$ cat src/rtl/regfile_write_arbiter_if.sv
// Purpose: bundles the writeback request/handshake signals and the
// register-file write port seen by regfile_write_arbiter.
//   master : requesters and register-file side (drive valids/addr/data/clear_req)
//   slave  : the arbiter (drives readies, WE3/A3/WD3, grant_id, busy)
interface regfile_write_arbiter_if #(
  parameter int unsigned DATA_WIDTH    = 32,
  parameter int unsigned ADDRESS_WIDTH = 5
);
  logic                     clear_req;
  logic                     src0_valid;
  logic [ADDRESS_WIDTH-1:0] src0_addr;
  logic [DATA_WIDTH-1:0]    src0_data;
  logic                     src0_ready;
  logic                     src1_valid;
  logic [ADDRESS_WIDTH-1:0] src1_addr;
  logic [DATA_WIDTH-1:0]    src1_data;
  logic                     src1_ready;
  logic                     WE3;
  logic [ADDRESS_WIDTH-1:0] A3;
  logic [DATA_WIDTH-1:0]    WD3;
  logic                     grant_id;
  logic                     busy;

  modport master (
    output clear_req,
    output src0_valid, src0_addr, src0_data,
    input  src0_ready,
    output src1_valid, src1_addr, src1_data,
    input  src1_ready,
    input  WE3, A3, WD3, grant_id, busy
  );

  modport slave (
    input  clear_req,
    input  src0_valid, src0_addr, src0_data,
    output src0_ready,
    input  src1_valid, src1_addr, src1_data,
    output src1_ready,
    output WE3, A3, WD3, grant_id, busy
  );
endinterface

$ cat src/rtl/regfile_write_arbiter.sv
// Purpose: owns the single register-file write port and shares it between
// ALU writeback (src0) and LSU writeback (src1) with round-robin arbitration.
// After reset or a clear_req pulse it zeroes every register before accepting
// any writeback.
// Ports:
//   clk  : clock, all state updates on posedge
//   rst  : synchronous active-high reset
//   bus  : slave side of regfile_write_arbiter_if
//          (requests/readies, registered WE3/A3/WD3/grant_id, busy)
module regfile_write_arbiter #(
  parameter int unsigned DATA_WIDTH    = 32,
  parameter int unsigned ADDRESS_WIDTH = 5
) (
  input  logic                   clk,
  input  logic                   rst,
  regfile_write_arbiter_if.slave bus
);
  localparam int unsigned DW = DATA_WIDTH;
  localparam int unsigned AW = ADDRESS_WIDTH;
  localparam logic [AW-1:0] LAST_ADDR = '1;

  typedef enum logic {
    CLEAR = 1'b0,
    RUN   = 1'b1
  } state_t;

  state_t          state_q, state_n;
  logic [AW-1:0]   clr_cnt_q, clr_cnt_n;
  logic            last_grant_q, last_grant_n;
  logic            we_q, we_n;
  logic [AW-1:0]   a3_q, a3_n;
  logic [DW-1:0]   wd3_q, wd3_n;
  logic            grant_id_q, grant_id_n;

  logic            run_c;
  logic            grant_c;
  logic            ready0_c;
  logic            ready1_c;
  logic            xfer_c;
  logic [AW-1:0]   xfer_addr_c;
  logic [DW-1:0]   xfer_data_c;

  // Arbitration: a lone requester wins; on contention the one not granted last wins.
  always_comb begin
    run_c = (state_q == RUN);
    if (bus.src0_valid && bus.src1_valid) begin
      grant_c = ~last_grant_q;
    end else begin
      grant_c = bus.src1_valid;
    end
    ready0_c    = run_c && bus.src0_valid && !grant_c;
    ready1_c    = run_c && bus.src1_valid &&  grant_c;
    xfer_c      = ready0_c || ready1_c;
    xfer_addr_c = grant_c ? bus.src1_addr : bus.src0_addr;
    xfer_data_c = grant_c ? bus.src1_data : bus.src0_data;
  end

  // Next-state and registered write-port values.
  always_comb begin
    state_n      = state_q;
    clr_cnt_n    = clr_cnt_q;
    last_grant_n = last_grant_q;
    we_n         = 1'b0;
    a3_n         = a3_q;
    wd3_n        = wd3_q;
    grant_id_n   = grant_id_q;

    unique case (state_q)
      CLEAR: begin
        we_n       = 1'b1;
        a3_n       = clr_cnt_q;
        wd3_n      = '0;
        grant_id_n = 1'b0;
        if (clr_cnt_q == LAST_ADDR) begin
          state_n   = RUN;
          clr_cnt_n = '0;
        end else begin
          clr_cnt_n = clr_cnt_q + AW'(1);
        end
      end
      RUN: begin
        if (xfer_c) begin
          // Writes to x0 are accepted but never reach the register file.
          we_n         = (xfer_addr_c != '0);
          a3_n         = xfer_addr_c;
          wd3_n        = xfer_data_c;
          grant_id_n   = grant_c;
          last_grant_n = grant_c;
        end
        // A same-cycle transfer still lands next cycle; the clear follows it.
        if (bus.clear_req) begin
          state_n   = CLEAR;
          clr_cnt_n = '0;
        end
      end
      default: begin
        state_n = CLEAR;
      end
    endcase
  end

  // State register.
  always_ff @(posedge clk) begin
    if (rst) begin
      state_q      <= CLEAR;
      clr_cnt_q    <= '0;
      last_grant_q <= 1'b1;
      we_q         <= 1'b0;
      a3_q         <= '0;
      wd3_q        <= '0;
      grant_id_q   <= 1'b0;
    end else begin
      state_q      <= state_n;
      clr_cnt_q    <= clr_cnt_n;
      last_grant_q <= last_grant_n;
      we_q         <= we_n;
      a3_q         <= a3_n;
      wd3_q        <= wd3_n;
      grant_id_q   <= grant_id_n;
    end
  end

  assign bus.src0_ready = ready0_c;
  assign bus.src1_ready = ready1_c;
  assign bus.WE3        = we_q;
  assign bus.A3         = a3_q;
  assign bus.WD3        = wd3_q;
  assign bus.grant_id   = grant_id_q;
  assign bus.busy       = (state_q == CLEAR);

endmodule

$ cat src/flat_wrapper.sv
// flat-port wrapper written by rule: the top's interface ports become plain ports
module regfile_write_arbiter_flat 
#(
  parameter int unsigned DATA_WIDTH    = 32,
  parameter int unsigned ADDRESS_WIDTH = 5
)
  (clk, rst, bus_clear_req, bus_src0_valid, bus_src0_addr, bus_src0_data, bus_src0_ready, bus_src1_valid, bus_src1_addr, bus_src1_data, bus_src1_ready, bus_WE3, bus_A3, bus_WD3, bus_grant_id, bus_busy);
  regfile_write_arbiter_if #(.DATA_WIDTH(DATA_WIDTH), .ADDRESS_WIDTH(ADDRESS_WIDTH)) bus_i ();
  input  logic clk;
  input  logic rst;
  input wire logic [$bits(bus_i.clear_req)-1:0] bus_clear_req;
  input wire logic [$bits(bus_i.src0_valid)-1:0] bus_src0_valid;
  input wire logic [$bits(bus_i.src0_addr)-1:0] bus_src0_addr;
  input wire logic [$bits(bus_i.src0_data)-1:0] bus_src0_data;
  output wire logic [$bits(bus_i.src0_ready)-1:0] bus_src0_ready;
  input wire logic [$bits(bus_i.src1_valid)-1:0] bus_src1_valid;
  input wire logic [$bits(bus_i.src1_addr)-1:0] bus_src1_addr;
  input wire logic [$bits(bus_i.src1_data)-1:0] bus_src1_data;
  output wire logic [$bits(bus_i.src1_ready)-1:0] bus_src1_ready;
  output wire logic [$bits(bus_i.WE3)-1:0] bus_WE3;
  output wire logic [$bits(bus_i.A3)-1:0] bus_A3;
  output wire logic [$bits(bus_i.WD3)-1:0] bus_WD3;
  output wire logic [$bits(bus_i.grant_id)-1:0] bus_grant_id;
  output wire logic [$bits(bus_i.busy)-1:0] bus_busy;
  assign bus_i.clear_req = bus_clear_req;
  assign bus_i.src0_valid = bus_src0_valid;
  assign bus_i.src0_addr = bus_src0_addr;
  assign bus_i.src0_data = bus_src0_data;
  assign bus_src0_ready = bus_i.src0_ready;
  assign bus_i.src1_valid = bus_src1_valid;
  assign bus_i.src1_addr = bus_src1_addr;
  assign bus_i.src1_data = bus_src1_data;
  assign bus_src1_ready = bus_i.src1_ready;
  assign bus_WE3 = bus_i.WE3;
  assign bus_A3 = bus_i.A3;
  assign bus_WD3 = bus_i.WD3;
  assign bus_grant_id = bus_i.grant_id;
  assign bus_busy = bus_i.busy;
  regfile_write_arbiter #(.DATA_WIDTH(DATA_WIDTH), .ADDRESS_WIDTH(ADDRESS_WIDTH)) u_core (.clk(clk), .rst(rst), .bus(bus_i));
endmodule
$ cat config.mk
export PLATFORM = sky130hd
export DESIGN_NAME = regfile_write_arbiter_flat
export DESIGN_NICKNAME = d
export VERILOG_FILES = /design/src/rtl/regfile_write_arbiter_if.sv /design/src/rtl/regfile_write_arbiter.sv /design/src/flat_wrapper.sv
export SDC_FILE = /design/constraint.sdc
export NUM_CORES = 1
export LEC_CHECK = 0
export CAP_MARGIN = 15
export CORE_ASPECT_RATIO = 0.8
export CORE_MARGIN = 8
export CORE_UTILIZATION = 42
export DETAILED_ROUTE_END_ITERATION = 8
export GPL_ROUTABILITY_DRIVEN = 0
export HOLD_SLACK_MARGIN = 0.12
export PLACE_DENSITY_LB_ADDON = 0.12
export SLEW_MARGIN = 20
export SYNTH_ARGS = -nofsm -noshare
export SYNTH_HDL_FRONTEND = slang
export SYNTH_SLANG_ARGS = --single-unit
export TNS_END_PERCENT = 10
$ cat constraint.sdc
create_clock -name clk -period 3.3 [get_ports clk]
set_input_delay 0.495 -clock clk [delete_from_list [all_inputs] [get_ports clk]]
set_output_delay 0.495 -clock clk [all_outputs]
set_load 0.05 [all_outputs]
==> summary.txt, run 1 <==
Place
  – Dpl hpwl: 5440 um
  – Placed Instances: 420
  – I/O Buffers: 120

Yosys
  – Largest family of logic cells by synthesized area: compound AO/OA/AOI/OAI gates
  – Share of the synthesized area in the top cell type: 41.8%
  – Synth Area in Adders: 1.14%
  – Post-synthesis mux area share: 9.99%
  – Syn Inst Count: 250
  – Synthesized cell area: 2200 um2
  – Synth Area in Compound Gates: 23.4%
  – Register area share after synthesis: around two fifths
  – Synth Register Bits: 46
  – Avg Inst Size Synth: 8.81 um2
  – Count of cell types in the netlist: 37
  – Post-synthesis xor/xnor area fraction: 0%
  – Most common cell in the netlist: dfxtp_1
  – Ys flop type: dfxtp_1
  – Share of flip-flops with an asynchronous set or reset: 0%
  – Synth top area cells: dfxtp_1, mux2i_1, a21oi_1
  – Yosys warnings: 0
  – Most common library cells after synthesis: dfxtp_1, nand2_1, a21oi_1
  – Simple-gate share of the synthesized area: between 15 and 20%
  – Post-synth EDFFs: 0
  – Syn nets: ~330
  – Area leader, netlist: dfxtp_1

Power and ir drop
  – Lkg Pwr: 1.37 nW
  – Power per cell area: 328 nW/um2
  – Final Total Pwr: 0.00116 W
  – Max VDD drop: 0.000216 V

Critical path
  – Required @ worst endpoint: 2800 ps
  – Critical setup path kind: reg -> out
  – Slowest CP cell: clkdlybuf4s50_1
  – R2R Setup Slk: around 1400 ps
  – Critical-path cell list: clkinv_1 > clkdlybuf4s50_1
  – Worst path max stage delay: 800 ps
  – Critical path buffers and inverters: 2
  – Worst R2R Start: u_core.run_c
  – Largest delay share family, worst path: buffers and inverters
  – CP startpoint kind: register
  – Worst reg2reg path depth: 4
  – Critical Path AT: 2230 ps
  – Cell count along the critical path: 2
  – RR Endpoint: u_core.bus.WD3[19]
  – Critical Path Sink Type: output port
  – Worst Path Max Fanout: 21

Min path
  – Hold path cells: 2
  – Worst Hold Path EP: u_core.bus.WD3[5]
  – Hold WC Path Type: reg -> reg
  – HP Start: u_core.bus.WD3[5]

Route
  – DR WL/cell: 16.0 um
  – Final antenna-violating net count: 0
  – Vias: 2227
  – Residual DRC: 0
  – Initial drt markers: 70
  – Final wirelength: 6860 um
  – Drt via density: 5.20
  – DRT Pass-1 Iters: 4

Finish
  – Fill cells: 422
  – Final Non-Filler Cells: 428
  – # diodes: 0
  – Share of cells above drive strength 1: 7.92%
  – Layout Area Growth over Synthesis: 60.9%
  – Final core utilization: 70.4%
  – Fin nets: 446

Clock tree
  – Max Buffers Root-to-Sink: 2
  – H-tree levels: 2
  – CTS Sinks: 46
  – Root Driver: clkbuf_8
  – Hold buffer count at cts: 0
  – Reg clk slew, reported paths: 90 ps
  – # Post-CTS Setup Buffers: 0
  – Clk Latency, worst-skew pair: 300 ps
  – Post-CTS sizing: 0
  – CTS tree: yes
  – Total CTS buffers: 5

STA
  – Clk_skew: 8.00 ps
  – Final setup violation count: 0
  – Min cycle time layout: between 2000 and 3000 ps
  – Max Clk Rate: between 300 and 400 MHz
  – Max-slew violation count: 0
  – Max-slew headroom: 57.8%
  – Fin crit share: between 80 and 90%
  – Fin. Hold Viols: 0
  – TNS Setup: 0 ps
  – Slew of the pin with the lowest slew margin: 632 ps
  – RSZ-0062 raised after global routing: no
  – Hold_ws: 451 ps

Global route
  – Pin count of the biggest net entering global routing: 25
  – First-pass GRT wire length: 10900 um
  – Total grt overflow: 0
  – Initial antenna violation count: 0
  – Number of global-route vias before repair: 2298
  – Total global-route track usage: 16.9%

Flow run
  – Max cap viols: 0

Floorplan
  – Initial cell density of the core: 43.8%
  – Std-Cell Rows: 23
  – Die Ht: 80.8 um
  – Core Footprint: 5040 um2
  – Die Area: 7830 um2
  – I/O pin cnt: 121
  – Die X: 97.0 um

Run status
  – Status: completed
## cell usage in the layout (no fill, tap or decap), types with 2 or more instances in the layout
master and count:
a21oi_1 26, a221oi_1 5, a31oi_1 2, and2_1 5
and3_1 2, buf_12 2, buf_4 7, clkbuf_8 5
clkdlybuf4s50_1 118, dfxtp_1 46, ha_1 2, inv_1 11
mux2i_1 22, nand2_1 30, nand2b_1 2, nand3b_1 2
nor2_1 9, nor2b_1 12, nor3_1 3, o21ai_0 19
o21ai_1 5, o221a_2 10, o31ai_1 5
## state kept, by name, summed over array words and instances (netlist names)
name and cells:
u_core.bus.WD3 32, u_core.bus.A3 5, u_core.clr_cnt_q 5, u_core.bus.WE3 1
u_core.bus.grant_id 1, u_core.last_grant_q 1, u_core.run_c 1
## layer usage
metal / global-route usage [%] / wire, um / up-vias
li1: - / - / 1116
met1: 20.3 / 2990 / 1013
met2: 28.5 / 3360 / 89
met4: 5.97 / 82 / 0
met3: 5.17 / 425 / 9
met5: 0 / 0 / -
## worst min-delay path, cell delays in order, from the launching register on
cell     delay (ps)
dfxtp_1         310
nand2_1          50
o21ai_1          50
## power by group
part / internal [W] / switching (W) / leakage (nW)
logic: 0.000114 / 0.0000657 / 0.947
clock network: 0.000226 / 0.000190 / 0.0514
registers: 0.000560 / 0.00000574 / 0.372
total: 0.000901 / 0.000262 / 1.37
## how the worst max path moves through the flow
stage,startpoint,to,slack (ps)
6_report,u_core.run_c,bus_busy,580
5_1_grt,u_core.run_c,bus_busy,420
4_1_cts,u_core.run_c,bus_busy,590
3_5_place_dp,rst,u_core.bus.WD3[19],910
3_3_place_gp,rst,u_core.bus.WD3[22],970
2_1_floorplan,u_core.run_c,bus_src1_ready,1020
## final cells by class
cell class | count | area (um2) | share of cell area (%)
clock inverters | 2 | 37.5 | 1.06
clock buffers | 6 | 72.6 | 2.05
repair buffers | 127 | 1270 | 35.9
multi-input cells | 173 | 1120 | 31.5
flip-flops and latches | 46 | 921 | 26.0
well taps | 62 | 77.6 | 2.19
inverters | 12 | 45.0 | 1.27
## through the flow
step,instance area [um2],setup WS (ps)
after floorplan,2200,1020
after global placement,3430,970
after detailed placement,3430,908
after CTS,3540,594
after global routing,3540,417
final,3540,578
## kinds of logic after synthesis
family / after synthesis
buf+inv: 31
flops: 46
simple gates: 70
fa+ha+maj: 2
mux: 22
compound gates: 79
(Power assumes the default switching activity.)
==> inputs of run 2 (changes only) <==
CORE_UTILIZATION = 39   (was 42)
clock period = 2.8 ns   (was 3.3 ns; I/O delays follow)
==> summary.txt, run 2 (synthesized netlist as in run 1, its figures left out) <==
Run status
  – Status: completed (unchanged)

Critical path
  – Worst Path Max Fanout: 9 (was 21)
  – Worst path max stage delay: 790 ps (was 800 ps)
  – Critical setup path kind: reg -> out (unchanged)
  – Critical path buffers and inverters: 2 (unchanged)
  – Critical Path Sink Type: output port (unchanged)
  – Critical Path AT: 1650 ps (was 2230 ps)
  – Slowest CP cell: clkdlybuf4s50_1 (unchanged)
  – Critical-path cell list: clkinv_1 > clkdlybuf4s50_1 (unchanged)
  – Largest delay share family, worst path: buffers and inverters (unchanged)
  – CP startpoint kind: register (unchanged)
  – Required @ worst endpoint: 2380 ps (was 2800 ps)

Power and ir drop
  – Lkg Pwr: 1.38 nW (was 1.37 nW)
  – Max VDD drop: 0.000236 V (was 0.000216 V)
  – Final Total Pwr: 0.00129 W (was 0.00116 W)
  – Power per cell area: 362 nW/um2 (was 328 nW/um2)

Finish
  – Highest-count cells in the layout ignoring fill and taps: clkdlybuf4s50_1, dfxtp_1, nand2_1 (unchanged)
  – Final core utilization: 65.2% (was 70.4%)
  – Register Area: 921 um2 (unchanged)
  – Max reg flops: 32 (unchanged)
  – Area occupied by multi-input gates: 1120 um2 (unchanged)
  – Fill cells: 479 (was 422)
  – Share of cells above drive strength 1: 8.42% (was 7.92%)
  – # diodes: 0 (unchanged)
  – Fin nets: 448 (was 446)
  – Layout Area Growth over Synthesis: 61.6% (was 60.9%)
  – Most common cell after layout, fill and taps aside: clkdlybuf4s50_1 (unchanged)

STA
  – Setup WS post-layout: 727 ps (was 578 ps)
  – Max Clk Rate: a little under 500 MHz
  – Slew of the pin with the lowest slew margin: 539 ps (was 632 ps)
  – Min cycle time layout: between 2000 and 2500 ps
  – Final setup violation count: 0 (unchanged)
  – TNS Setup: 0 ps (unchanged)
  – Fin. Hold Viols: 0 (unchanged)
  – Max-slew violation count: 0 (unchanged)
  – Max-slew headroom: 63.9% (was 57.8%)
  – Fin crit share: approximately three quarters
  – Clk_skew: 4.83 ps (was 8.00 ps)
  – RSZ-0062 raised after global routing: no (unchanged)

Clock tree
  – CTS tree: yes (unchanged)
  – Total CTS buffers: 5 (unchanged)
  – Reg clk slew, reported paths: 80 ps (was 90 ps)
  – # Post-CTS Setup Buffers: 0 (unchanged)
  – Clk Latency, worst-skew pair: 290 ps (was 300 ps)
  – Hold buffer count at cts: 0 (unchanged)
  – CTS Sinks: 46 (unchanged)
  – Post-CTS sizing: 0 (unchanged)
  – Max Buffers Root-to-Sink: 2 (unchanged)
  – H-tree levels: 2 (unchanged)
  – Root Driver: clkbuf_8 (unchanged)

Global route
  – Pin count of the biggest net entering global routing: 28 (was 25)
  – Number of global-route vias before repair: 2223 (was 2298)
  – First-pass GRT wire length: 10900 um (about the same)
  – Total grt overflow: 0 (unchanged)
  – Total global-route track usage: 15.9% (was 16.9%)
  – Initial antenna violation count: 0 (unchanged)

Floorplan
  – Die Area: 8330 um2 (was 7830 um2)
  – Die Ht: 83.2 um (was 80.8 um)
  – Die X: 100 um (was 97.0 um)
  – Std-Cell Rows: 24 (was 23)
  – Core Footprint: 5470 um2 (was 5040 um2)
  – I/O pin cnt: 121 (unchanged)
  – Initial cell density of the core: 40.3% (was 43.8%)

Route
  – Vias: 2205 (was 2227)
  – Drt via density: 4.94 (was 5.20)
  – Residual DRC: 0 (unchanged)
  – Initial drt markers: 111 (was 70)
  – DR WL/cell: 15.4 um (was 16.0 um)
  – Final wirelength: 6870 um (was 6860 um)
  – Final antenna-violating net count: 0 (unchanged)
  – DRT Pass-1 Iters: 4 (unchanged)

Min path
  – Hold WC Path Type: reg -> reg (unchanged)

Place
  – I/O Buffers: 120 (unchanged)
  – Worst slack, placed: 626 ps (was 908 ps)
  – Dpl hpwl: 5330 um (was 5440 um)

Flow run
  – Max cap viols: 0 (unchanged)
-- run 2: cell types whose count changed in the layout (fill, tap and decap cells not counted) --
| cell | previous run | this run |
|---|---|---|
| bufinv_16 | 1 | 0 |
| clkbuf_8 | 5 | 6 |
| buf_4 | 7 | 9 |
| clkinv_2 | 0 | 1 |
| clkinvlp_4 | 1 | 0 |
-- run 2: cell type report --
| cell class | count | area share, % |
|---|---|---|
| tap | 78 | 2.74 |
| multi-input combinational | 173 | 31.4 |
| inverter | 12 | 1.26 |
| clock buffer | 7 | 2.42 |
| sequential | 46 | 25.9 |
| timing repair buffer | 129 | 36.2 |
| clock inverter | 1 | 0.141 |
-- run 2: worst paths after layout --
| kind | from | to | slack [ps] | cells past startpoint |
|---|---|---|---|---|
| max | u_core.run_c | bus_busy | 730 | 2 |
| min | u_core.bus.WD3[5] | u_core.bus.WD3[5] | 450 | 2 |
| max reg2reg | u_core.last_grant_q | u_core.bus.WD3[29] | 1080 | 4 |
| min reg2reg | u_core.bus.WD3[5] | u_core.bus.WD3[5] | 450 | 2 |
-- run 2: power by group --
part	total, W	leakage (nW)	internal (W)	switching (W)
logic	0.000211	0.957	0.000135	0.0000761
registers	0.000667	0.372	0.000660	0.00000637
clock network	0.000411	0.0482	0.000199	0.000212
total	0.00129	1.38	0.000995	0.000294
-- run 2: routing by layer --
metal  vias up  wire, um  GRT usage [%]
met3         2       511           5.08
met1      1014      2990           18.6
met2        70      3340           27.5
met5         -         0              0
li1       1119         -              -
met4         0        21           3.29
-- run 2: through the flow --
step | cell area [um2] | hold WS (ps) | cells
2_1_floorplan | 2200 | 477 | 250
3_3_place_gp | 3470 | 433 | 438
3_5_place_dp | 3470 | 441 | 438
4_1_cts | 3560 | 455 | 446
5_1_grt | 3560 | 476 | 446
6_report | 3560 | 451 | 446
-- run 2: worst register-to-register path: cells and delay by family, from the launching register on --
| kind | cells | cell delay [ps] |
|---|---|---|
| compound gates | 2 | 370 |
| buf+inv | 1 | 320 |
| mux | 1 | 280 |
| flops | 1 | 650 |
